<file path="src/rtl/sdram_cmd_arbiter.sv">
// Round-robin arbiter feeding the SDRAM controller single-command and burst FIFOs from NUM_REQ requesters.
// Grant in ARB (combinational ready pulse), enq one cycle later in ISSUE; read credits gate single reads.
module sdram_cmd_arbiter #(
  parameter int NUM_REQ        = 3,
  parameter int MAX_RD_OUT     = 8,
  parameter int MAX_SINGLE_RUN = 4
) (
  input  logic                          writer_clk,
  input  logic                          writer_rst_i,
  input  logic [NUM_REQ-1:0]            req_valid_i,
  input  logic [NUM_REQ*41-1:0]         req_cmd_i,
  output logic [NUM_REQ-1:0]            req_ready_o,
  input  logic [NUM_REQ-1:0]            bst_valid_i,
  input  logic [NUM_REQ*24-1:0]         bst_addr_i,
  output logic [NUM_REQ-1:0]            bst_ready_o,
  output logic [40:0]                   cmd_d_o,
  output logic                          cmd_enq_o,
  input  logic                          cmd_alm_full_i,
  output logic [31:0]                   bst_d_o,
  output logic                          bst_enq_o,
  input  logic                          bst_alm_full_i,
  input  logic                          rd_done_i,
  output logic [$clog2(NUM_REQ)-1:0]    owner_o,
  output logic                          owner_valid_o,
  output logic [$clog2(MAX_RD_OUT):0]   credits_o,
  output logic                          err_o
);

  localparam int IW = $clog2(NUM_REQ);
  localparam int PW = $clog2(MAX_RD_OUT);
  localparam int CW = PW + 1;
  localparam int RW = $clog2(MAX_SINGLE_RUN + 1);

  typedef enum logic {ARB, ISSUE} state_e;

  state_e          state_q, state_d;
  logic [IW-1:0]   s_last_q, s_last_d, b_last_q, b_last_d;
  logic [RW-1:0]   run_q, run_d;
  logic [40:0]     cmd_q, cmd_d;
  logic [31:0]     bst_q, bst_d;
  logic            cmd_enq_q, cmd_enq_d, bst_enq_q, bst_enq_d;
  logic [CW-1:0]   cnt_q, cnt_d;
  logic [PW-1:0]   wr_ptr_q, rd_ptr_q;
  logic [IW-1:0]   own_mem_q [MAX_RD_OUT];
  logic            err_q, err_d;

  logic [NUM_REQ-1:0] s_elig, b_elig;
  logic               s_any, b_any, pick_b, push, pop, fifo_full;
  logic [IW-1:0]      s_win, b_win;

  assign fifo_full = (cnt_q == CW'(MAX_RD_OUT));

  // A read is only eligible while a credit and an owner slot are free.
  always_comb begin
    s_elig = '0;
    b_elig = '0;
    for (int i = 0; i < NUM_REQ; i++) begin
      s_elig[i] = req_valid_i[i] && !cmd_alm_full_i && (req_cmd_i[41*i+40] || !fifo_full);
      b_elig[i] = bst_valid_i[i] && !bst_alm_full_i;
    end
  end

  always_comb begin
    int s_idx;
    int b_idx;
    s_idx = 0;
    b_idx = 0;
    s_any = 1'b0;
    b_any = 1'b0;
    s_win = '0;
    b_win = '0;
    for (int k = 0; k < NUM_REQ; k++) begin
      s_idx = (int'(s_last_q) + 1 + k) % NUM_REQ;
      b_idx = (int'(b_last_q) + 1 + k) % NUM_REQ;
      if (!s_any && s_elig[IW'(s_idx)]) begin
        s_any = 1'b1;
        s_win = IW'(s_idx);
      end
      if (!b_any && b_elig[IW'(b_idx)]) begin
        b_any = 1'b1;
        b_win = IW'(b_idx);
      end
    end
  end

  always_comb begin
    state_d     = state_q;
    s_last_d    = s_last_q;
    b_last_d    = b_last_q;
    run_d       = run_q;
    cmd_d       = cmd_q;
    bst_d       = bst_q;
    cmd_enq_d   = 1'b0;
    bst_enq_d   = 1'b0;
    req_ready_o = '0;
    bst_ready_o = '0;
    push        = 1'b0;
    pick_b      = b_any && (!s_any || run_q == RW'(MAX_SINGLE_RUN));
    case (state_q)
      ARB: begin
        if (!writer_rst_i) begin
          if (pick_b) begin
            bst_ready_o[b_win] = 1'b1;
            b_last_d           = b_win;
            bst_d              = {8'h00, bst_addr_i[24*b_win +: 24]};
            bst_enq_d          = 1'b1;
            run_d              = '0;
            state_d            = ISSUE;
          end else if (s_any) begin
            req_ready_o[s_win] = 1'b1;
            s_last_d           = s_win;
            cmd_d              = req_cmd_i[41*s_win +: 41];
            cmd_enq_d          = 1'b1;
            push               = !req_cmd_i[41*s_win+40];
            run_d              = b_any ? run_q + RW'(1) : '0;
            state_d            = ISSUE;
          end else begin
            run_d = '0;
          end
        end
      end
      ISSUE:   state_d = ARB;
      default: state_d = ARB;
    endcase
  end

  // A done with nothing outstanding is dropped so credits can never overshoot.
  always_comb begin
    pop   = rd_done_i && (cnt_q != '0);
    err_d = err_q || (rd_done_i && (cnt_q == '0));
    cnt_d = cnt_q;
    if (push && !pop) begin
      cnt_d = cnt_q + CW'(1);
    end else if (!push && pop) begin
      cnt_d = cnt_q - CW'(1);
    end
  end

  always_ff @(posedge writer_clk) begin
    if (writer_rst_i) begin
      state_q   <= ARB;
      s_last_q  <= IW'(NUM_REQ - 1);
      b_last_q  <= IW'(NUM_REQ - 1);
      run_q     <= '0;
      cmd_q     <= '0;
      bst_q     <= '0;
      cmd_enq_q <= 1'b0;
      bst_enq_q <= 1'b0;
      cnt_q     <= '0;
      wr_ptr_q  <= '0;
      rd_ptr_q  <= '0;
      err_q     <= 1'b0;
    end else begin
      state_q   <= state_d;
      s_last_q  <= s_last_d;
      b_last_q  <= b_last_d;
      run_q     <= run_d;
      cmd_q     <= cmd_d;
      bst_q     <= bst_d;
      cmd_enq_q <= cmd_enq_d;
      bst_enq_q <= bst_enq_d;
      cnt_q     <= cnt_d;
      err_q     <= err_d;
      if (push) wr_ptr_q <= wr_ptr_q + PW'(1);
      if (pop)  rd_ptr_q <= rd_ptr_q + PW'(1);
    end
  end

  always_ff @(posedge writer_clk) begin
    if (push) own_mem_q[wr_ptr_q] <= s_win;
  end

  assign cmd_d_o       = cmd_q;
  assign bst_d_o       = bst_q;
  assign cmd_enq_o     = cmd_enq_q && !writer_rst_i;
  assign bst_enq_o     = bst_enq_q && !writer_rst_i;
  assign owner_o       = own_mem_q[rd_ptr_q];
  assign owner_valid_o = (cnt_q != '0);
  assign credits_o     = CW'(MAX_RD_OUT) - cnt_q;
  assign err_o         = err_q;

endmodule
</file>
<file path="config.mk">
export PLATFORM = sky130hd
export DESIGN_NAME = sdram_cmd_arbiter
export DESIGN_NICKNAME = d
export VERILOG_FILES = /design/src/rtl/sdram_cmd_arbiter.sv
export SDC_FILE = /design/constraint.sdc
export NUM_CORES = 1
export LEC_CHECK = 0
export BUFFER_PORTS_ARGS = -buffer_cell sky130_fd_sc_hd__buf_2
export CAP_MARGIN = 20
export CORE_MARGIN = 4
export CORE_UTILIZATION = 41
export DETAILED_ROUTE_END_ITERATION = 12
export PLACE_DENSITY = 0.75
export RECOVER_POWER = 100
export SLEW_MARGIN = 20
export SYNTH_ARGS = -nofsm -noshare
export SYNTH_HDL_FRONTEND = slang
export SYNTH_SLANG_ARGS = --single-unit
</file>
<file path="constraint.sdc">
create_clock -name writer_clk -period 4.4 [get_ports writer_clk]
set_input_delay 0 -clock writer_clk [delete_from_list [all_inputs] [get_ports writer_clk]]
set_output_delay 0 -clock writer_clk [all_outputs]
set_load 0.02 [all_outputs]
</file>
==> summary.txt, run 1 <==
Status
  • Status: complete, no violations

Final layout
  • Finished Core Util: 0.623
  • Multi-input gate area: 3000 sq um
  • Register Area: 2260 sq um
  • Share of cells above drive strength 1: 0.277
  • Diodes inserted: 0
  • Final net count: 1,188
  • Area Growth Syn to Fin: 48.9%
  • Layout fillers: 1,100
  • Fin cells: 1,148

STA
  • Setup violators final: 0
  • Slew @ Worst Pin: 1130 ps
  • F_max: 239 MHz
  • Minimum clock period: 4180 ps
  • Count of final max-slew check failures: 0
  • Hold_ws: 16.6 ps
  • Setup TNS: 0 ps
  • Worst slew margin: 0.244
  • Worst Skew: 7.00 ps
  • Final Cycle Share: 0.949
  • Final Hold Fails: 0

Min path
  • Worst Hold Depth: 3
  • Hold Crit Start: req_cmd_i[49]
  • Hold Crit Class: in -> reg

Critical path
  • R2R depth: 18
  • Crit-path max FO: 15
  • Worst path slowest cell: mux4_2
  • Critical R2R Launch: s_last_q[0]
  • Critical Path Sink Type: flip-flop
  • Critical path required time: 4670 ps
  • Worst Path Arrival: around 4500 ps
  • Crit path cell chain: inv_1 > ha_4 > and2_0 > o221a_2 > or4_4 > buf_6 > mux4_2 > a2bb2oi_4 > nand3_4 > inv_1 > ha_1 > inv_1 > ha_1 > a21o_1 > a21oi_1 > xnor2_1 > or3_1 > a21oi_1
  • Startpoint types: flip-flop
  • Slowest stage delay, CP: 460 ps
  • Worst Setup SP: s_last_q[0]
  • Most frequent CP cell: inv_1
  • CP Class: reg -> reg

Power and ir drop
  • Switching power: 2.18 mW
  • Clk pwr share: 0.172
  • Switching part of the total: 0.440
  • Peak supply drop: 0.355 mV
  • Internal power: 2.78 mW
  • Cell area power density: 604 nW/um^2
  • Combinational Power Share: 0.532
  • Leak pwr: around 3.5 nW
  • Sequential share of power: 0.296

Detailed routing
  • Drt first pass iters: 5
  • DR vias/cell: 5.45
  • Routed WL: 19,500 um
  • Via count: about 6,300
  • DR DRC count: 0
  • DRT antenna net count: 0
  • DRT iter0 DRCs: 461
  • Routed length per instance: 17.0 um

Global routing
  • First-pass GRT wire length: ~29,000 um
  • Global route total overflow: 0
  • Largest net degree at the start of global routing: 90
  • Initial antenna violation count: 0
  • Vias in the first global route: 5,878
  • Total GRT Usage: 0.238

Placement
  • Dpl cells: around 1,000
  • Final HPWL DP: 13,400 um
  • GPL Wtd Cong: 0.845
  • Buffers added on ports: 286

Synth
  • Cells after synthesis: between 600 and 700
  • Synth Register Bits: 105
  • Top_reg_cell synth: dfxtp_1
  • Syn. warnings: 0
  • Async SR Flop Fraction: 0
  • Seq/Total Area, Yosys: 0.410
  • Post-synth EDFFs: 16
  • Distinct cells, synth: 59
  • Synthesized area: 5520 sq um
  • Post-synthesis average cell area: approximately 8.9 sq um

Clock network
  • Clock Path Buffers: 2
  • Clk root buf: clkbuf_16
  • H-Tree Depth: 3
  • Clock Sinks: 105
  • CTS Buf Count: 9
  • Clock Pin Slew Worst Setup and Hold Paths: 70 ps
  • Clock latency on the worst-skew pair: 350 ps
  • CTS tree: yes

Floorplan
  • Total die area: 15,400 sq um
  • Die width: 124 um
  • Die Ht: 124 um
  • IO Count: around 300
  • Core region area: 13,200 sq um
  • Starting Density: 0.418
  • Placement Rows: 42

Run
  • Max capacitance violation total: 0
-- power groups by stage --
stage,clock [mW],combinational [mW],sequential (mW)
finish,0.854,2.64,1.47
global route,0.912,2.88,1.51
CTS,0.878,2.67,1.46
detailed placement,0,2.49,1.47
global placement,0,2.46,1.46
floorplan,0,1.48,1.72
-- critical path: cells and delay by family (launching register included) --
family,cells,cell delay [ps]
flops,1,360
mux,1,460
buf+inv,4,430
simple gates,4,1010
xor+xnor,1,80
fa+ha+maj,3,730
compound gates,5,1020
-- Yosys cell counts (all sizes together) (3+ instances only) --
library cell,count,share of area
dfxtp,89,0.32
nand2,65,0.044
a22oi,60,0.082
nor2,54,0.037
clkbuf,41,0.028
a311oi,38,0.061
nand3,32,0.031
o21ai,27,0.024
a31oi,25,0.028
buf,21,0.022
inv,17,0.012
edfxtp,16,0.087
a21oi,14,0.013
ha,14,0.032
mux2i,10,0.018
o211ai,10,0.014
and3,7,0.0079
nor2b,6,0.0068
nor3,6,0.0054
mux4,5,0.020
nor4b,5,0.012
nand3b,4,0.0054
xor2,4,0.0063
a211oi,3,0.0041
a21o,3,0.0041
and2,3,0.0034
nand4b,3,0.0048
nor4,3,0.0034
xnor2,3,0.0048
-- layer usage --
layer	vias up	GRT usage	share of wire
li1	3016	-	-
met1	2898	0.288	0.38
met2	296	0.415	0.51
met3	41	0.0536	0.082
met4	0	0.0849	0.025
met5	-	0	0
-- through the flow --
| stage | power (mW) | instance area (sq um) | setup WS [ps] |
|---|---|---|---|
| 2_1_floorplan | 3.20 | 5550 | 18.4 |
| 4_1_cts | 5.01 | 8270 | 36.2 |
| 3_3_place_gp | 3.92 | 7080 | 151 |
| 5_1_grt | 5.30 | 8210 | -6.24 |
| 3_5_place_dp | 3.96 | 7080 | 14.1 |
| 6_report | 4.96 | 8210 | 224 |
-- repair_timing --
item	in CTS	in global routing
setup endpoints to repair	1	1
hold buffers	87	0
pin swaps	1	1
setup buffers	0	2
endpoints found under the hold margin	65	0
resized for setup	1	6
cloned	0	0
-- sequential cells by signal (all words and copies together), names as in the netlist, named ones only --
| signal | flops |
|---|---|
| b_last_q | 2 |
| bst_d_o | 24 |
| bst_enq_q | 1 |
| cmd_d_o | 41 |
| cmd_enq_q | 1 |
| cnt_q | 4 |
| err_o | 1 |
| own_mem_q | 16 |
| rd_ptr_q | 3 |
| run_q | 3 |
| s_last_q | 2 |
| state_q | 1 |
| wr_ptr_q | 3 |
-- cells by family after synthesis --
kind of cell | share of synthesized area
AO/OA/AOI/OAI | 0.260
XOR/XNOR | 0.0111
adder cells (fa/ha/maj) | 0.0354
buffers and inverters | 0.0610
flip-flops | 0.410
multiplexers | 0.0426
other | 0.000680
AND/OR/NAND/NOR | 0.179
-- layout by cell type (no fill, tap or decap), drive strengths merged, types with 5 or more instances in the layout --
cell type and n:
o211ai 10, mux2i 10, and3 7, nor4b 5, edfxtp 16, ha 14
a31oi 25, clkbuf 88, o21ai 27, conb 8, mux4 5, nor3 6
a21oi 14, buf 227, nand2 65, a311oi 38, nor2b 6, nand3 32
inv 20, a22oi 60, dlygate4sd3 87, nor2 54, dfxtp 89
-- layout make-up --
type                       count  share of cell area
multi-input combinational    442               0.366
clock buffer                  10              0.0305
tap                          176              0.0268
clock inverter                 6             0.00853
sequential                   105               0.275
inverter                      17             0.00777
timing repair buffer         392               0.285
-- worst paths after layout --
path	endpoint	slack (ps)
setup / recovery	cnt_q[3]	220
hold / removal	cmd_d_o[8]	20
setup reg to reg	cnt_q[3]	220
hold reg to reg	cmd_d_o[0]	460
(Power assumes the default switching activity.)
==> run 2: changes to the inputs <==
--- a/config.mk
+++ b/config.mk
@@ -8,9 +8,9 @@
 export BUFFER_PORTS_ARGS = -buffer_cell sky130_fd_sc_hd__buf_2
 export CAP_MARGIN = 20
 export CORE_MARGIN = 4
-export CORE_UTILIZATION = 41
+export CORE_UTILIZATION = 49
 export DETAILED_ROUTE_END_ITERATION = 12
-export PLACE_DENSITY = 0.75
+export PLACE_DENSITY = 0.84
 export RECOVER_POWER = 100
 export SLEW_MARGIN = 20
 export SYNTH_ARGS = -nofsm -noshare
==> constraint.sdc (replaced) <==
create_clock -name writer_clk -period 5 [get_ports writer_clk]
set_input_delay 0 -clock writer_clk [delete_from_list [all_inputs] [get_ports writer_clk]]
set_output_delay 0 -clock writer_clk [all_outputs]
set_load 0.02 [all_outputs]
==> run 2 against run 1 <==
Effect of this change: utilization grew 11 points; die area shrank 15%; critical path depth is the same; the run now ends with max-capacitance violations, max-slew violations left; cell count shrank 3.9%.
==> summary.txt, run 2 (same netlist as run 1, synthesis figures left out) <==
Critical path
  • Most frequent CP cell: inv_1
  • Worst Path Arrival: 4750 ps (+300 ps)
  • Critical path required time: 5230 ps (+560 ps)
  • Crit-path max FO: 53 (+38)
  • Startpoint types: flip-flop
  • Slowest stage delay, CP: 610 ps (+150 ps)
  • Crit path cell chain: inv_1 > ha_1 > or4bb_1 > nand3b_1 > nor4b_2 > buf_4 > inv_1 > a2bb2oi_4 > nand3_4 > inv_1 > ha_1 > inv_1 > ha_1 > a21o_1 > a21oi_1 > xnor2_1 > or3_1 > a21oi_1
  • CP Class: reg -> reg
  • Critical Path Sink Type: flip-flop
  • Worst path slowest cell: or4bb_1

Detailed routing
  • DRT antenna net count: 0 (unchanged)
  • DR vias/cell: 5.92 (+8.7%)
  • Drt first pass iters: 5 (unchanged)
  • Routed WL: 21,600 um (+11%)
  • Via count: 6,529 (+4.4%)
  • DR DRC count: 0 (unchanged)
  • Routed length per instance: 19.6 um (+15%)
  • DRT iter0 DRCs: 539 (+17%)

Global routing
  • Initial antenna violation count: 2 (+2)
  • First-pass GRT wire length: 32,600 um (+13%)
  • Global route total overflow: 0 (unchanged)
  • Vias in the first global route: 6,410 (+9.1%)
  • Total GRT Usage: 0.314 (+0.0757)
  • Largest net degree at the start of global routing: 90 (unchanged)

Run
  • Max capacitance violation total: 2 (+2)

Final layout
  • Share of cells above drive strength 1: 0.255 (-0.0218)
  • Most common cell after layout, fill and taps aside: buf_2
  • Largest register FFs: 41 (unchanged)
  • Final net count: 1,177 (-0.93%)
  • Most frequent cells in the layout: 206 x buf_2, 89 x dfxtp_1, 85 x dlygate4sd3_1
  • Area Growth Syn to Fin: 44.6%
  • Fin cells: 1,103 (-3.9%)

Clock network
  • CTS Buf Count: 9 (unchanged)
  • Post-CTS setup repair buffer count: 0 (unchanged)
  • Clock Sinks: 105 (unchanged)
  • Hold-fix buffers, CTS: 85 (-2.3%)
  • Clock Pin Slew Worst Setup and Hold Paths: 70 ps (about the same)
  • H-Tree Depth: 3 (unchanged)
  • Clock Path Buffers: 2 (unchanged)
  • Clk root buf: clkbuf_16
  • Clock latency on the worst-skew pair: 340 ps (about the same)
  • CTS tree: yes
  • # resized after CTS: 0 (-1)

Placement
  • Final HPWL DP: 14,000 um (+4.2%)
  • Dpl cells: 1,000 (-4.1%)
  • GPL Wtd Cong: 0.834 (-1.3%)
  • Buffers added on ports: 286 (unchanged)
  • Dpl ws: 519 ps (+505 ps)

Floorplan
  • Placement Rows: 38 (-9.5%)
  • Die width: 114 um (-8.0%)
  • IO Count: 295 (unchanged)
  • Starting Density: 0.504 (+0.0862)
  • Total die area: 13,000 sq um (-15%)
  • Die Ht: 114 um (-8.0%)
  • Core region area: 10,900 sq um (-17%)

Power and ir drop
  • Peak supply drop: 0.321 mV (-9.8%)
  • Tot Pwr: 4.29 mW (-14%)
  • Leak pwr: 3.37 nW (-3.3%)
  • Cell area power density: 538 nW/um^2 (-11%)

STA
  • Worst Skew: 9.69 ps (+2.70 ps)
  • Count of final max-slew check failures: 154 (+154)
  • Final Hold Fails: 0 (unchanged)
  • Setup WS post-layout: 486 ps (+261 ps)
  • Setup TNS: 0 ps (unchanged)
  • Slew @ Worst Pin: 2940 ps (+1810 ps)
  • Hold_ws: 6.18 ps (-10.4 ps)
  • F_max: 222 MHz (-7.5%)
  • RSZ-0062 raised after global routing: no
  • Setup violators final: 0 (unchanged)
  • Worst slew margin: -0.960 (-1.20)
  • Final Cycle Share: 0.903 (-0.0461)
  • Minimum clock period: 4510 ps (+339 ps)

Status
  • Status: finished, violations left
  • Violated checks: max-capacitance violations, max-slew violations

Min path
  • Hold Crit Class: in -> reg
-- run 2: path summary, 6_finish.rpt --
kind,start,to,slack (ps),depth (start not counted)
hold / removal,req_cmd_i[65],cmd_d_o[24],6,3
hold reg to reg,cmd_d_o[8],cmd_d_o[8],470,2
setup reg to reg,cnt_q[0],cnt_q[3],490,18
setup / recovery,cnt_q[0],cnt_q[3],490,18
-- run 2: worst max-delay path, delay by kind of cell, from the launching register on --
| family | cells | cell delay (ps) |
|---|---|---|
| fa+ha+maj | 3 | 760 |
| buf+inv | 5 | 1030 |
| simple gates | 5 | 1420 |
| flops | 1 | 370 |
| compound gates | 4 | 720 |
| xor+xnor | 1 | 90 |
-- run 2: layer usage --
| metal | global-route usage | part of all wire |
|---|---|---|
| met3 | 0.0581 | 0.083 |
| met5 | 0 | 0.00032 |
| met2 | 0.567 | 0.51 |
| met4 | 0.143 | 0.046 |
| met1 | 0.358 | 0.36 |
-- run 2: where the power goes --
part	internal (mW)	switching [mW]	total [mW]
registers	1.12	0.181	1.30
clock network	0.374	0.318	0.691
logic	0.845	1.45	2.30
-- run 2: layout make-up --
class / count / area, sq um
well taps: 140 / 175
multi-input cells: 442 / 2930
fillers: 832 / 2960
clock inverters: 4 / 35.0
clock buffers: 12 / 258
repair buffers: 381 / 2250
diodes: 2 / 5.00
flip-flops and latches: 105 / 2260
inverters: 17 / 63.8
-- run 2: through the flow --
stage                     area (sq um)  utilization
after global routing              7970        0.729
final                             7980        0.729
after CTS                         8120        0.743
after detailed placement          6980        0.638
after floorplan                   5540            -
after global placement            6980        0.638
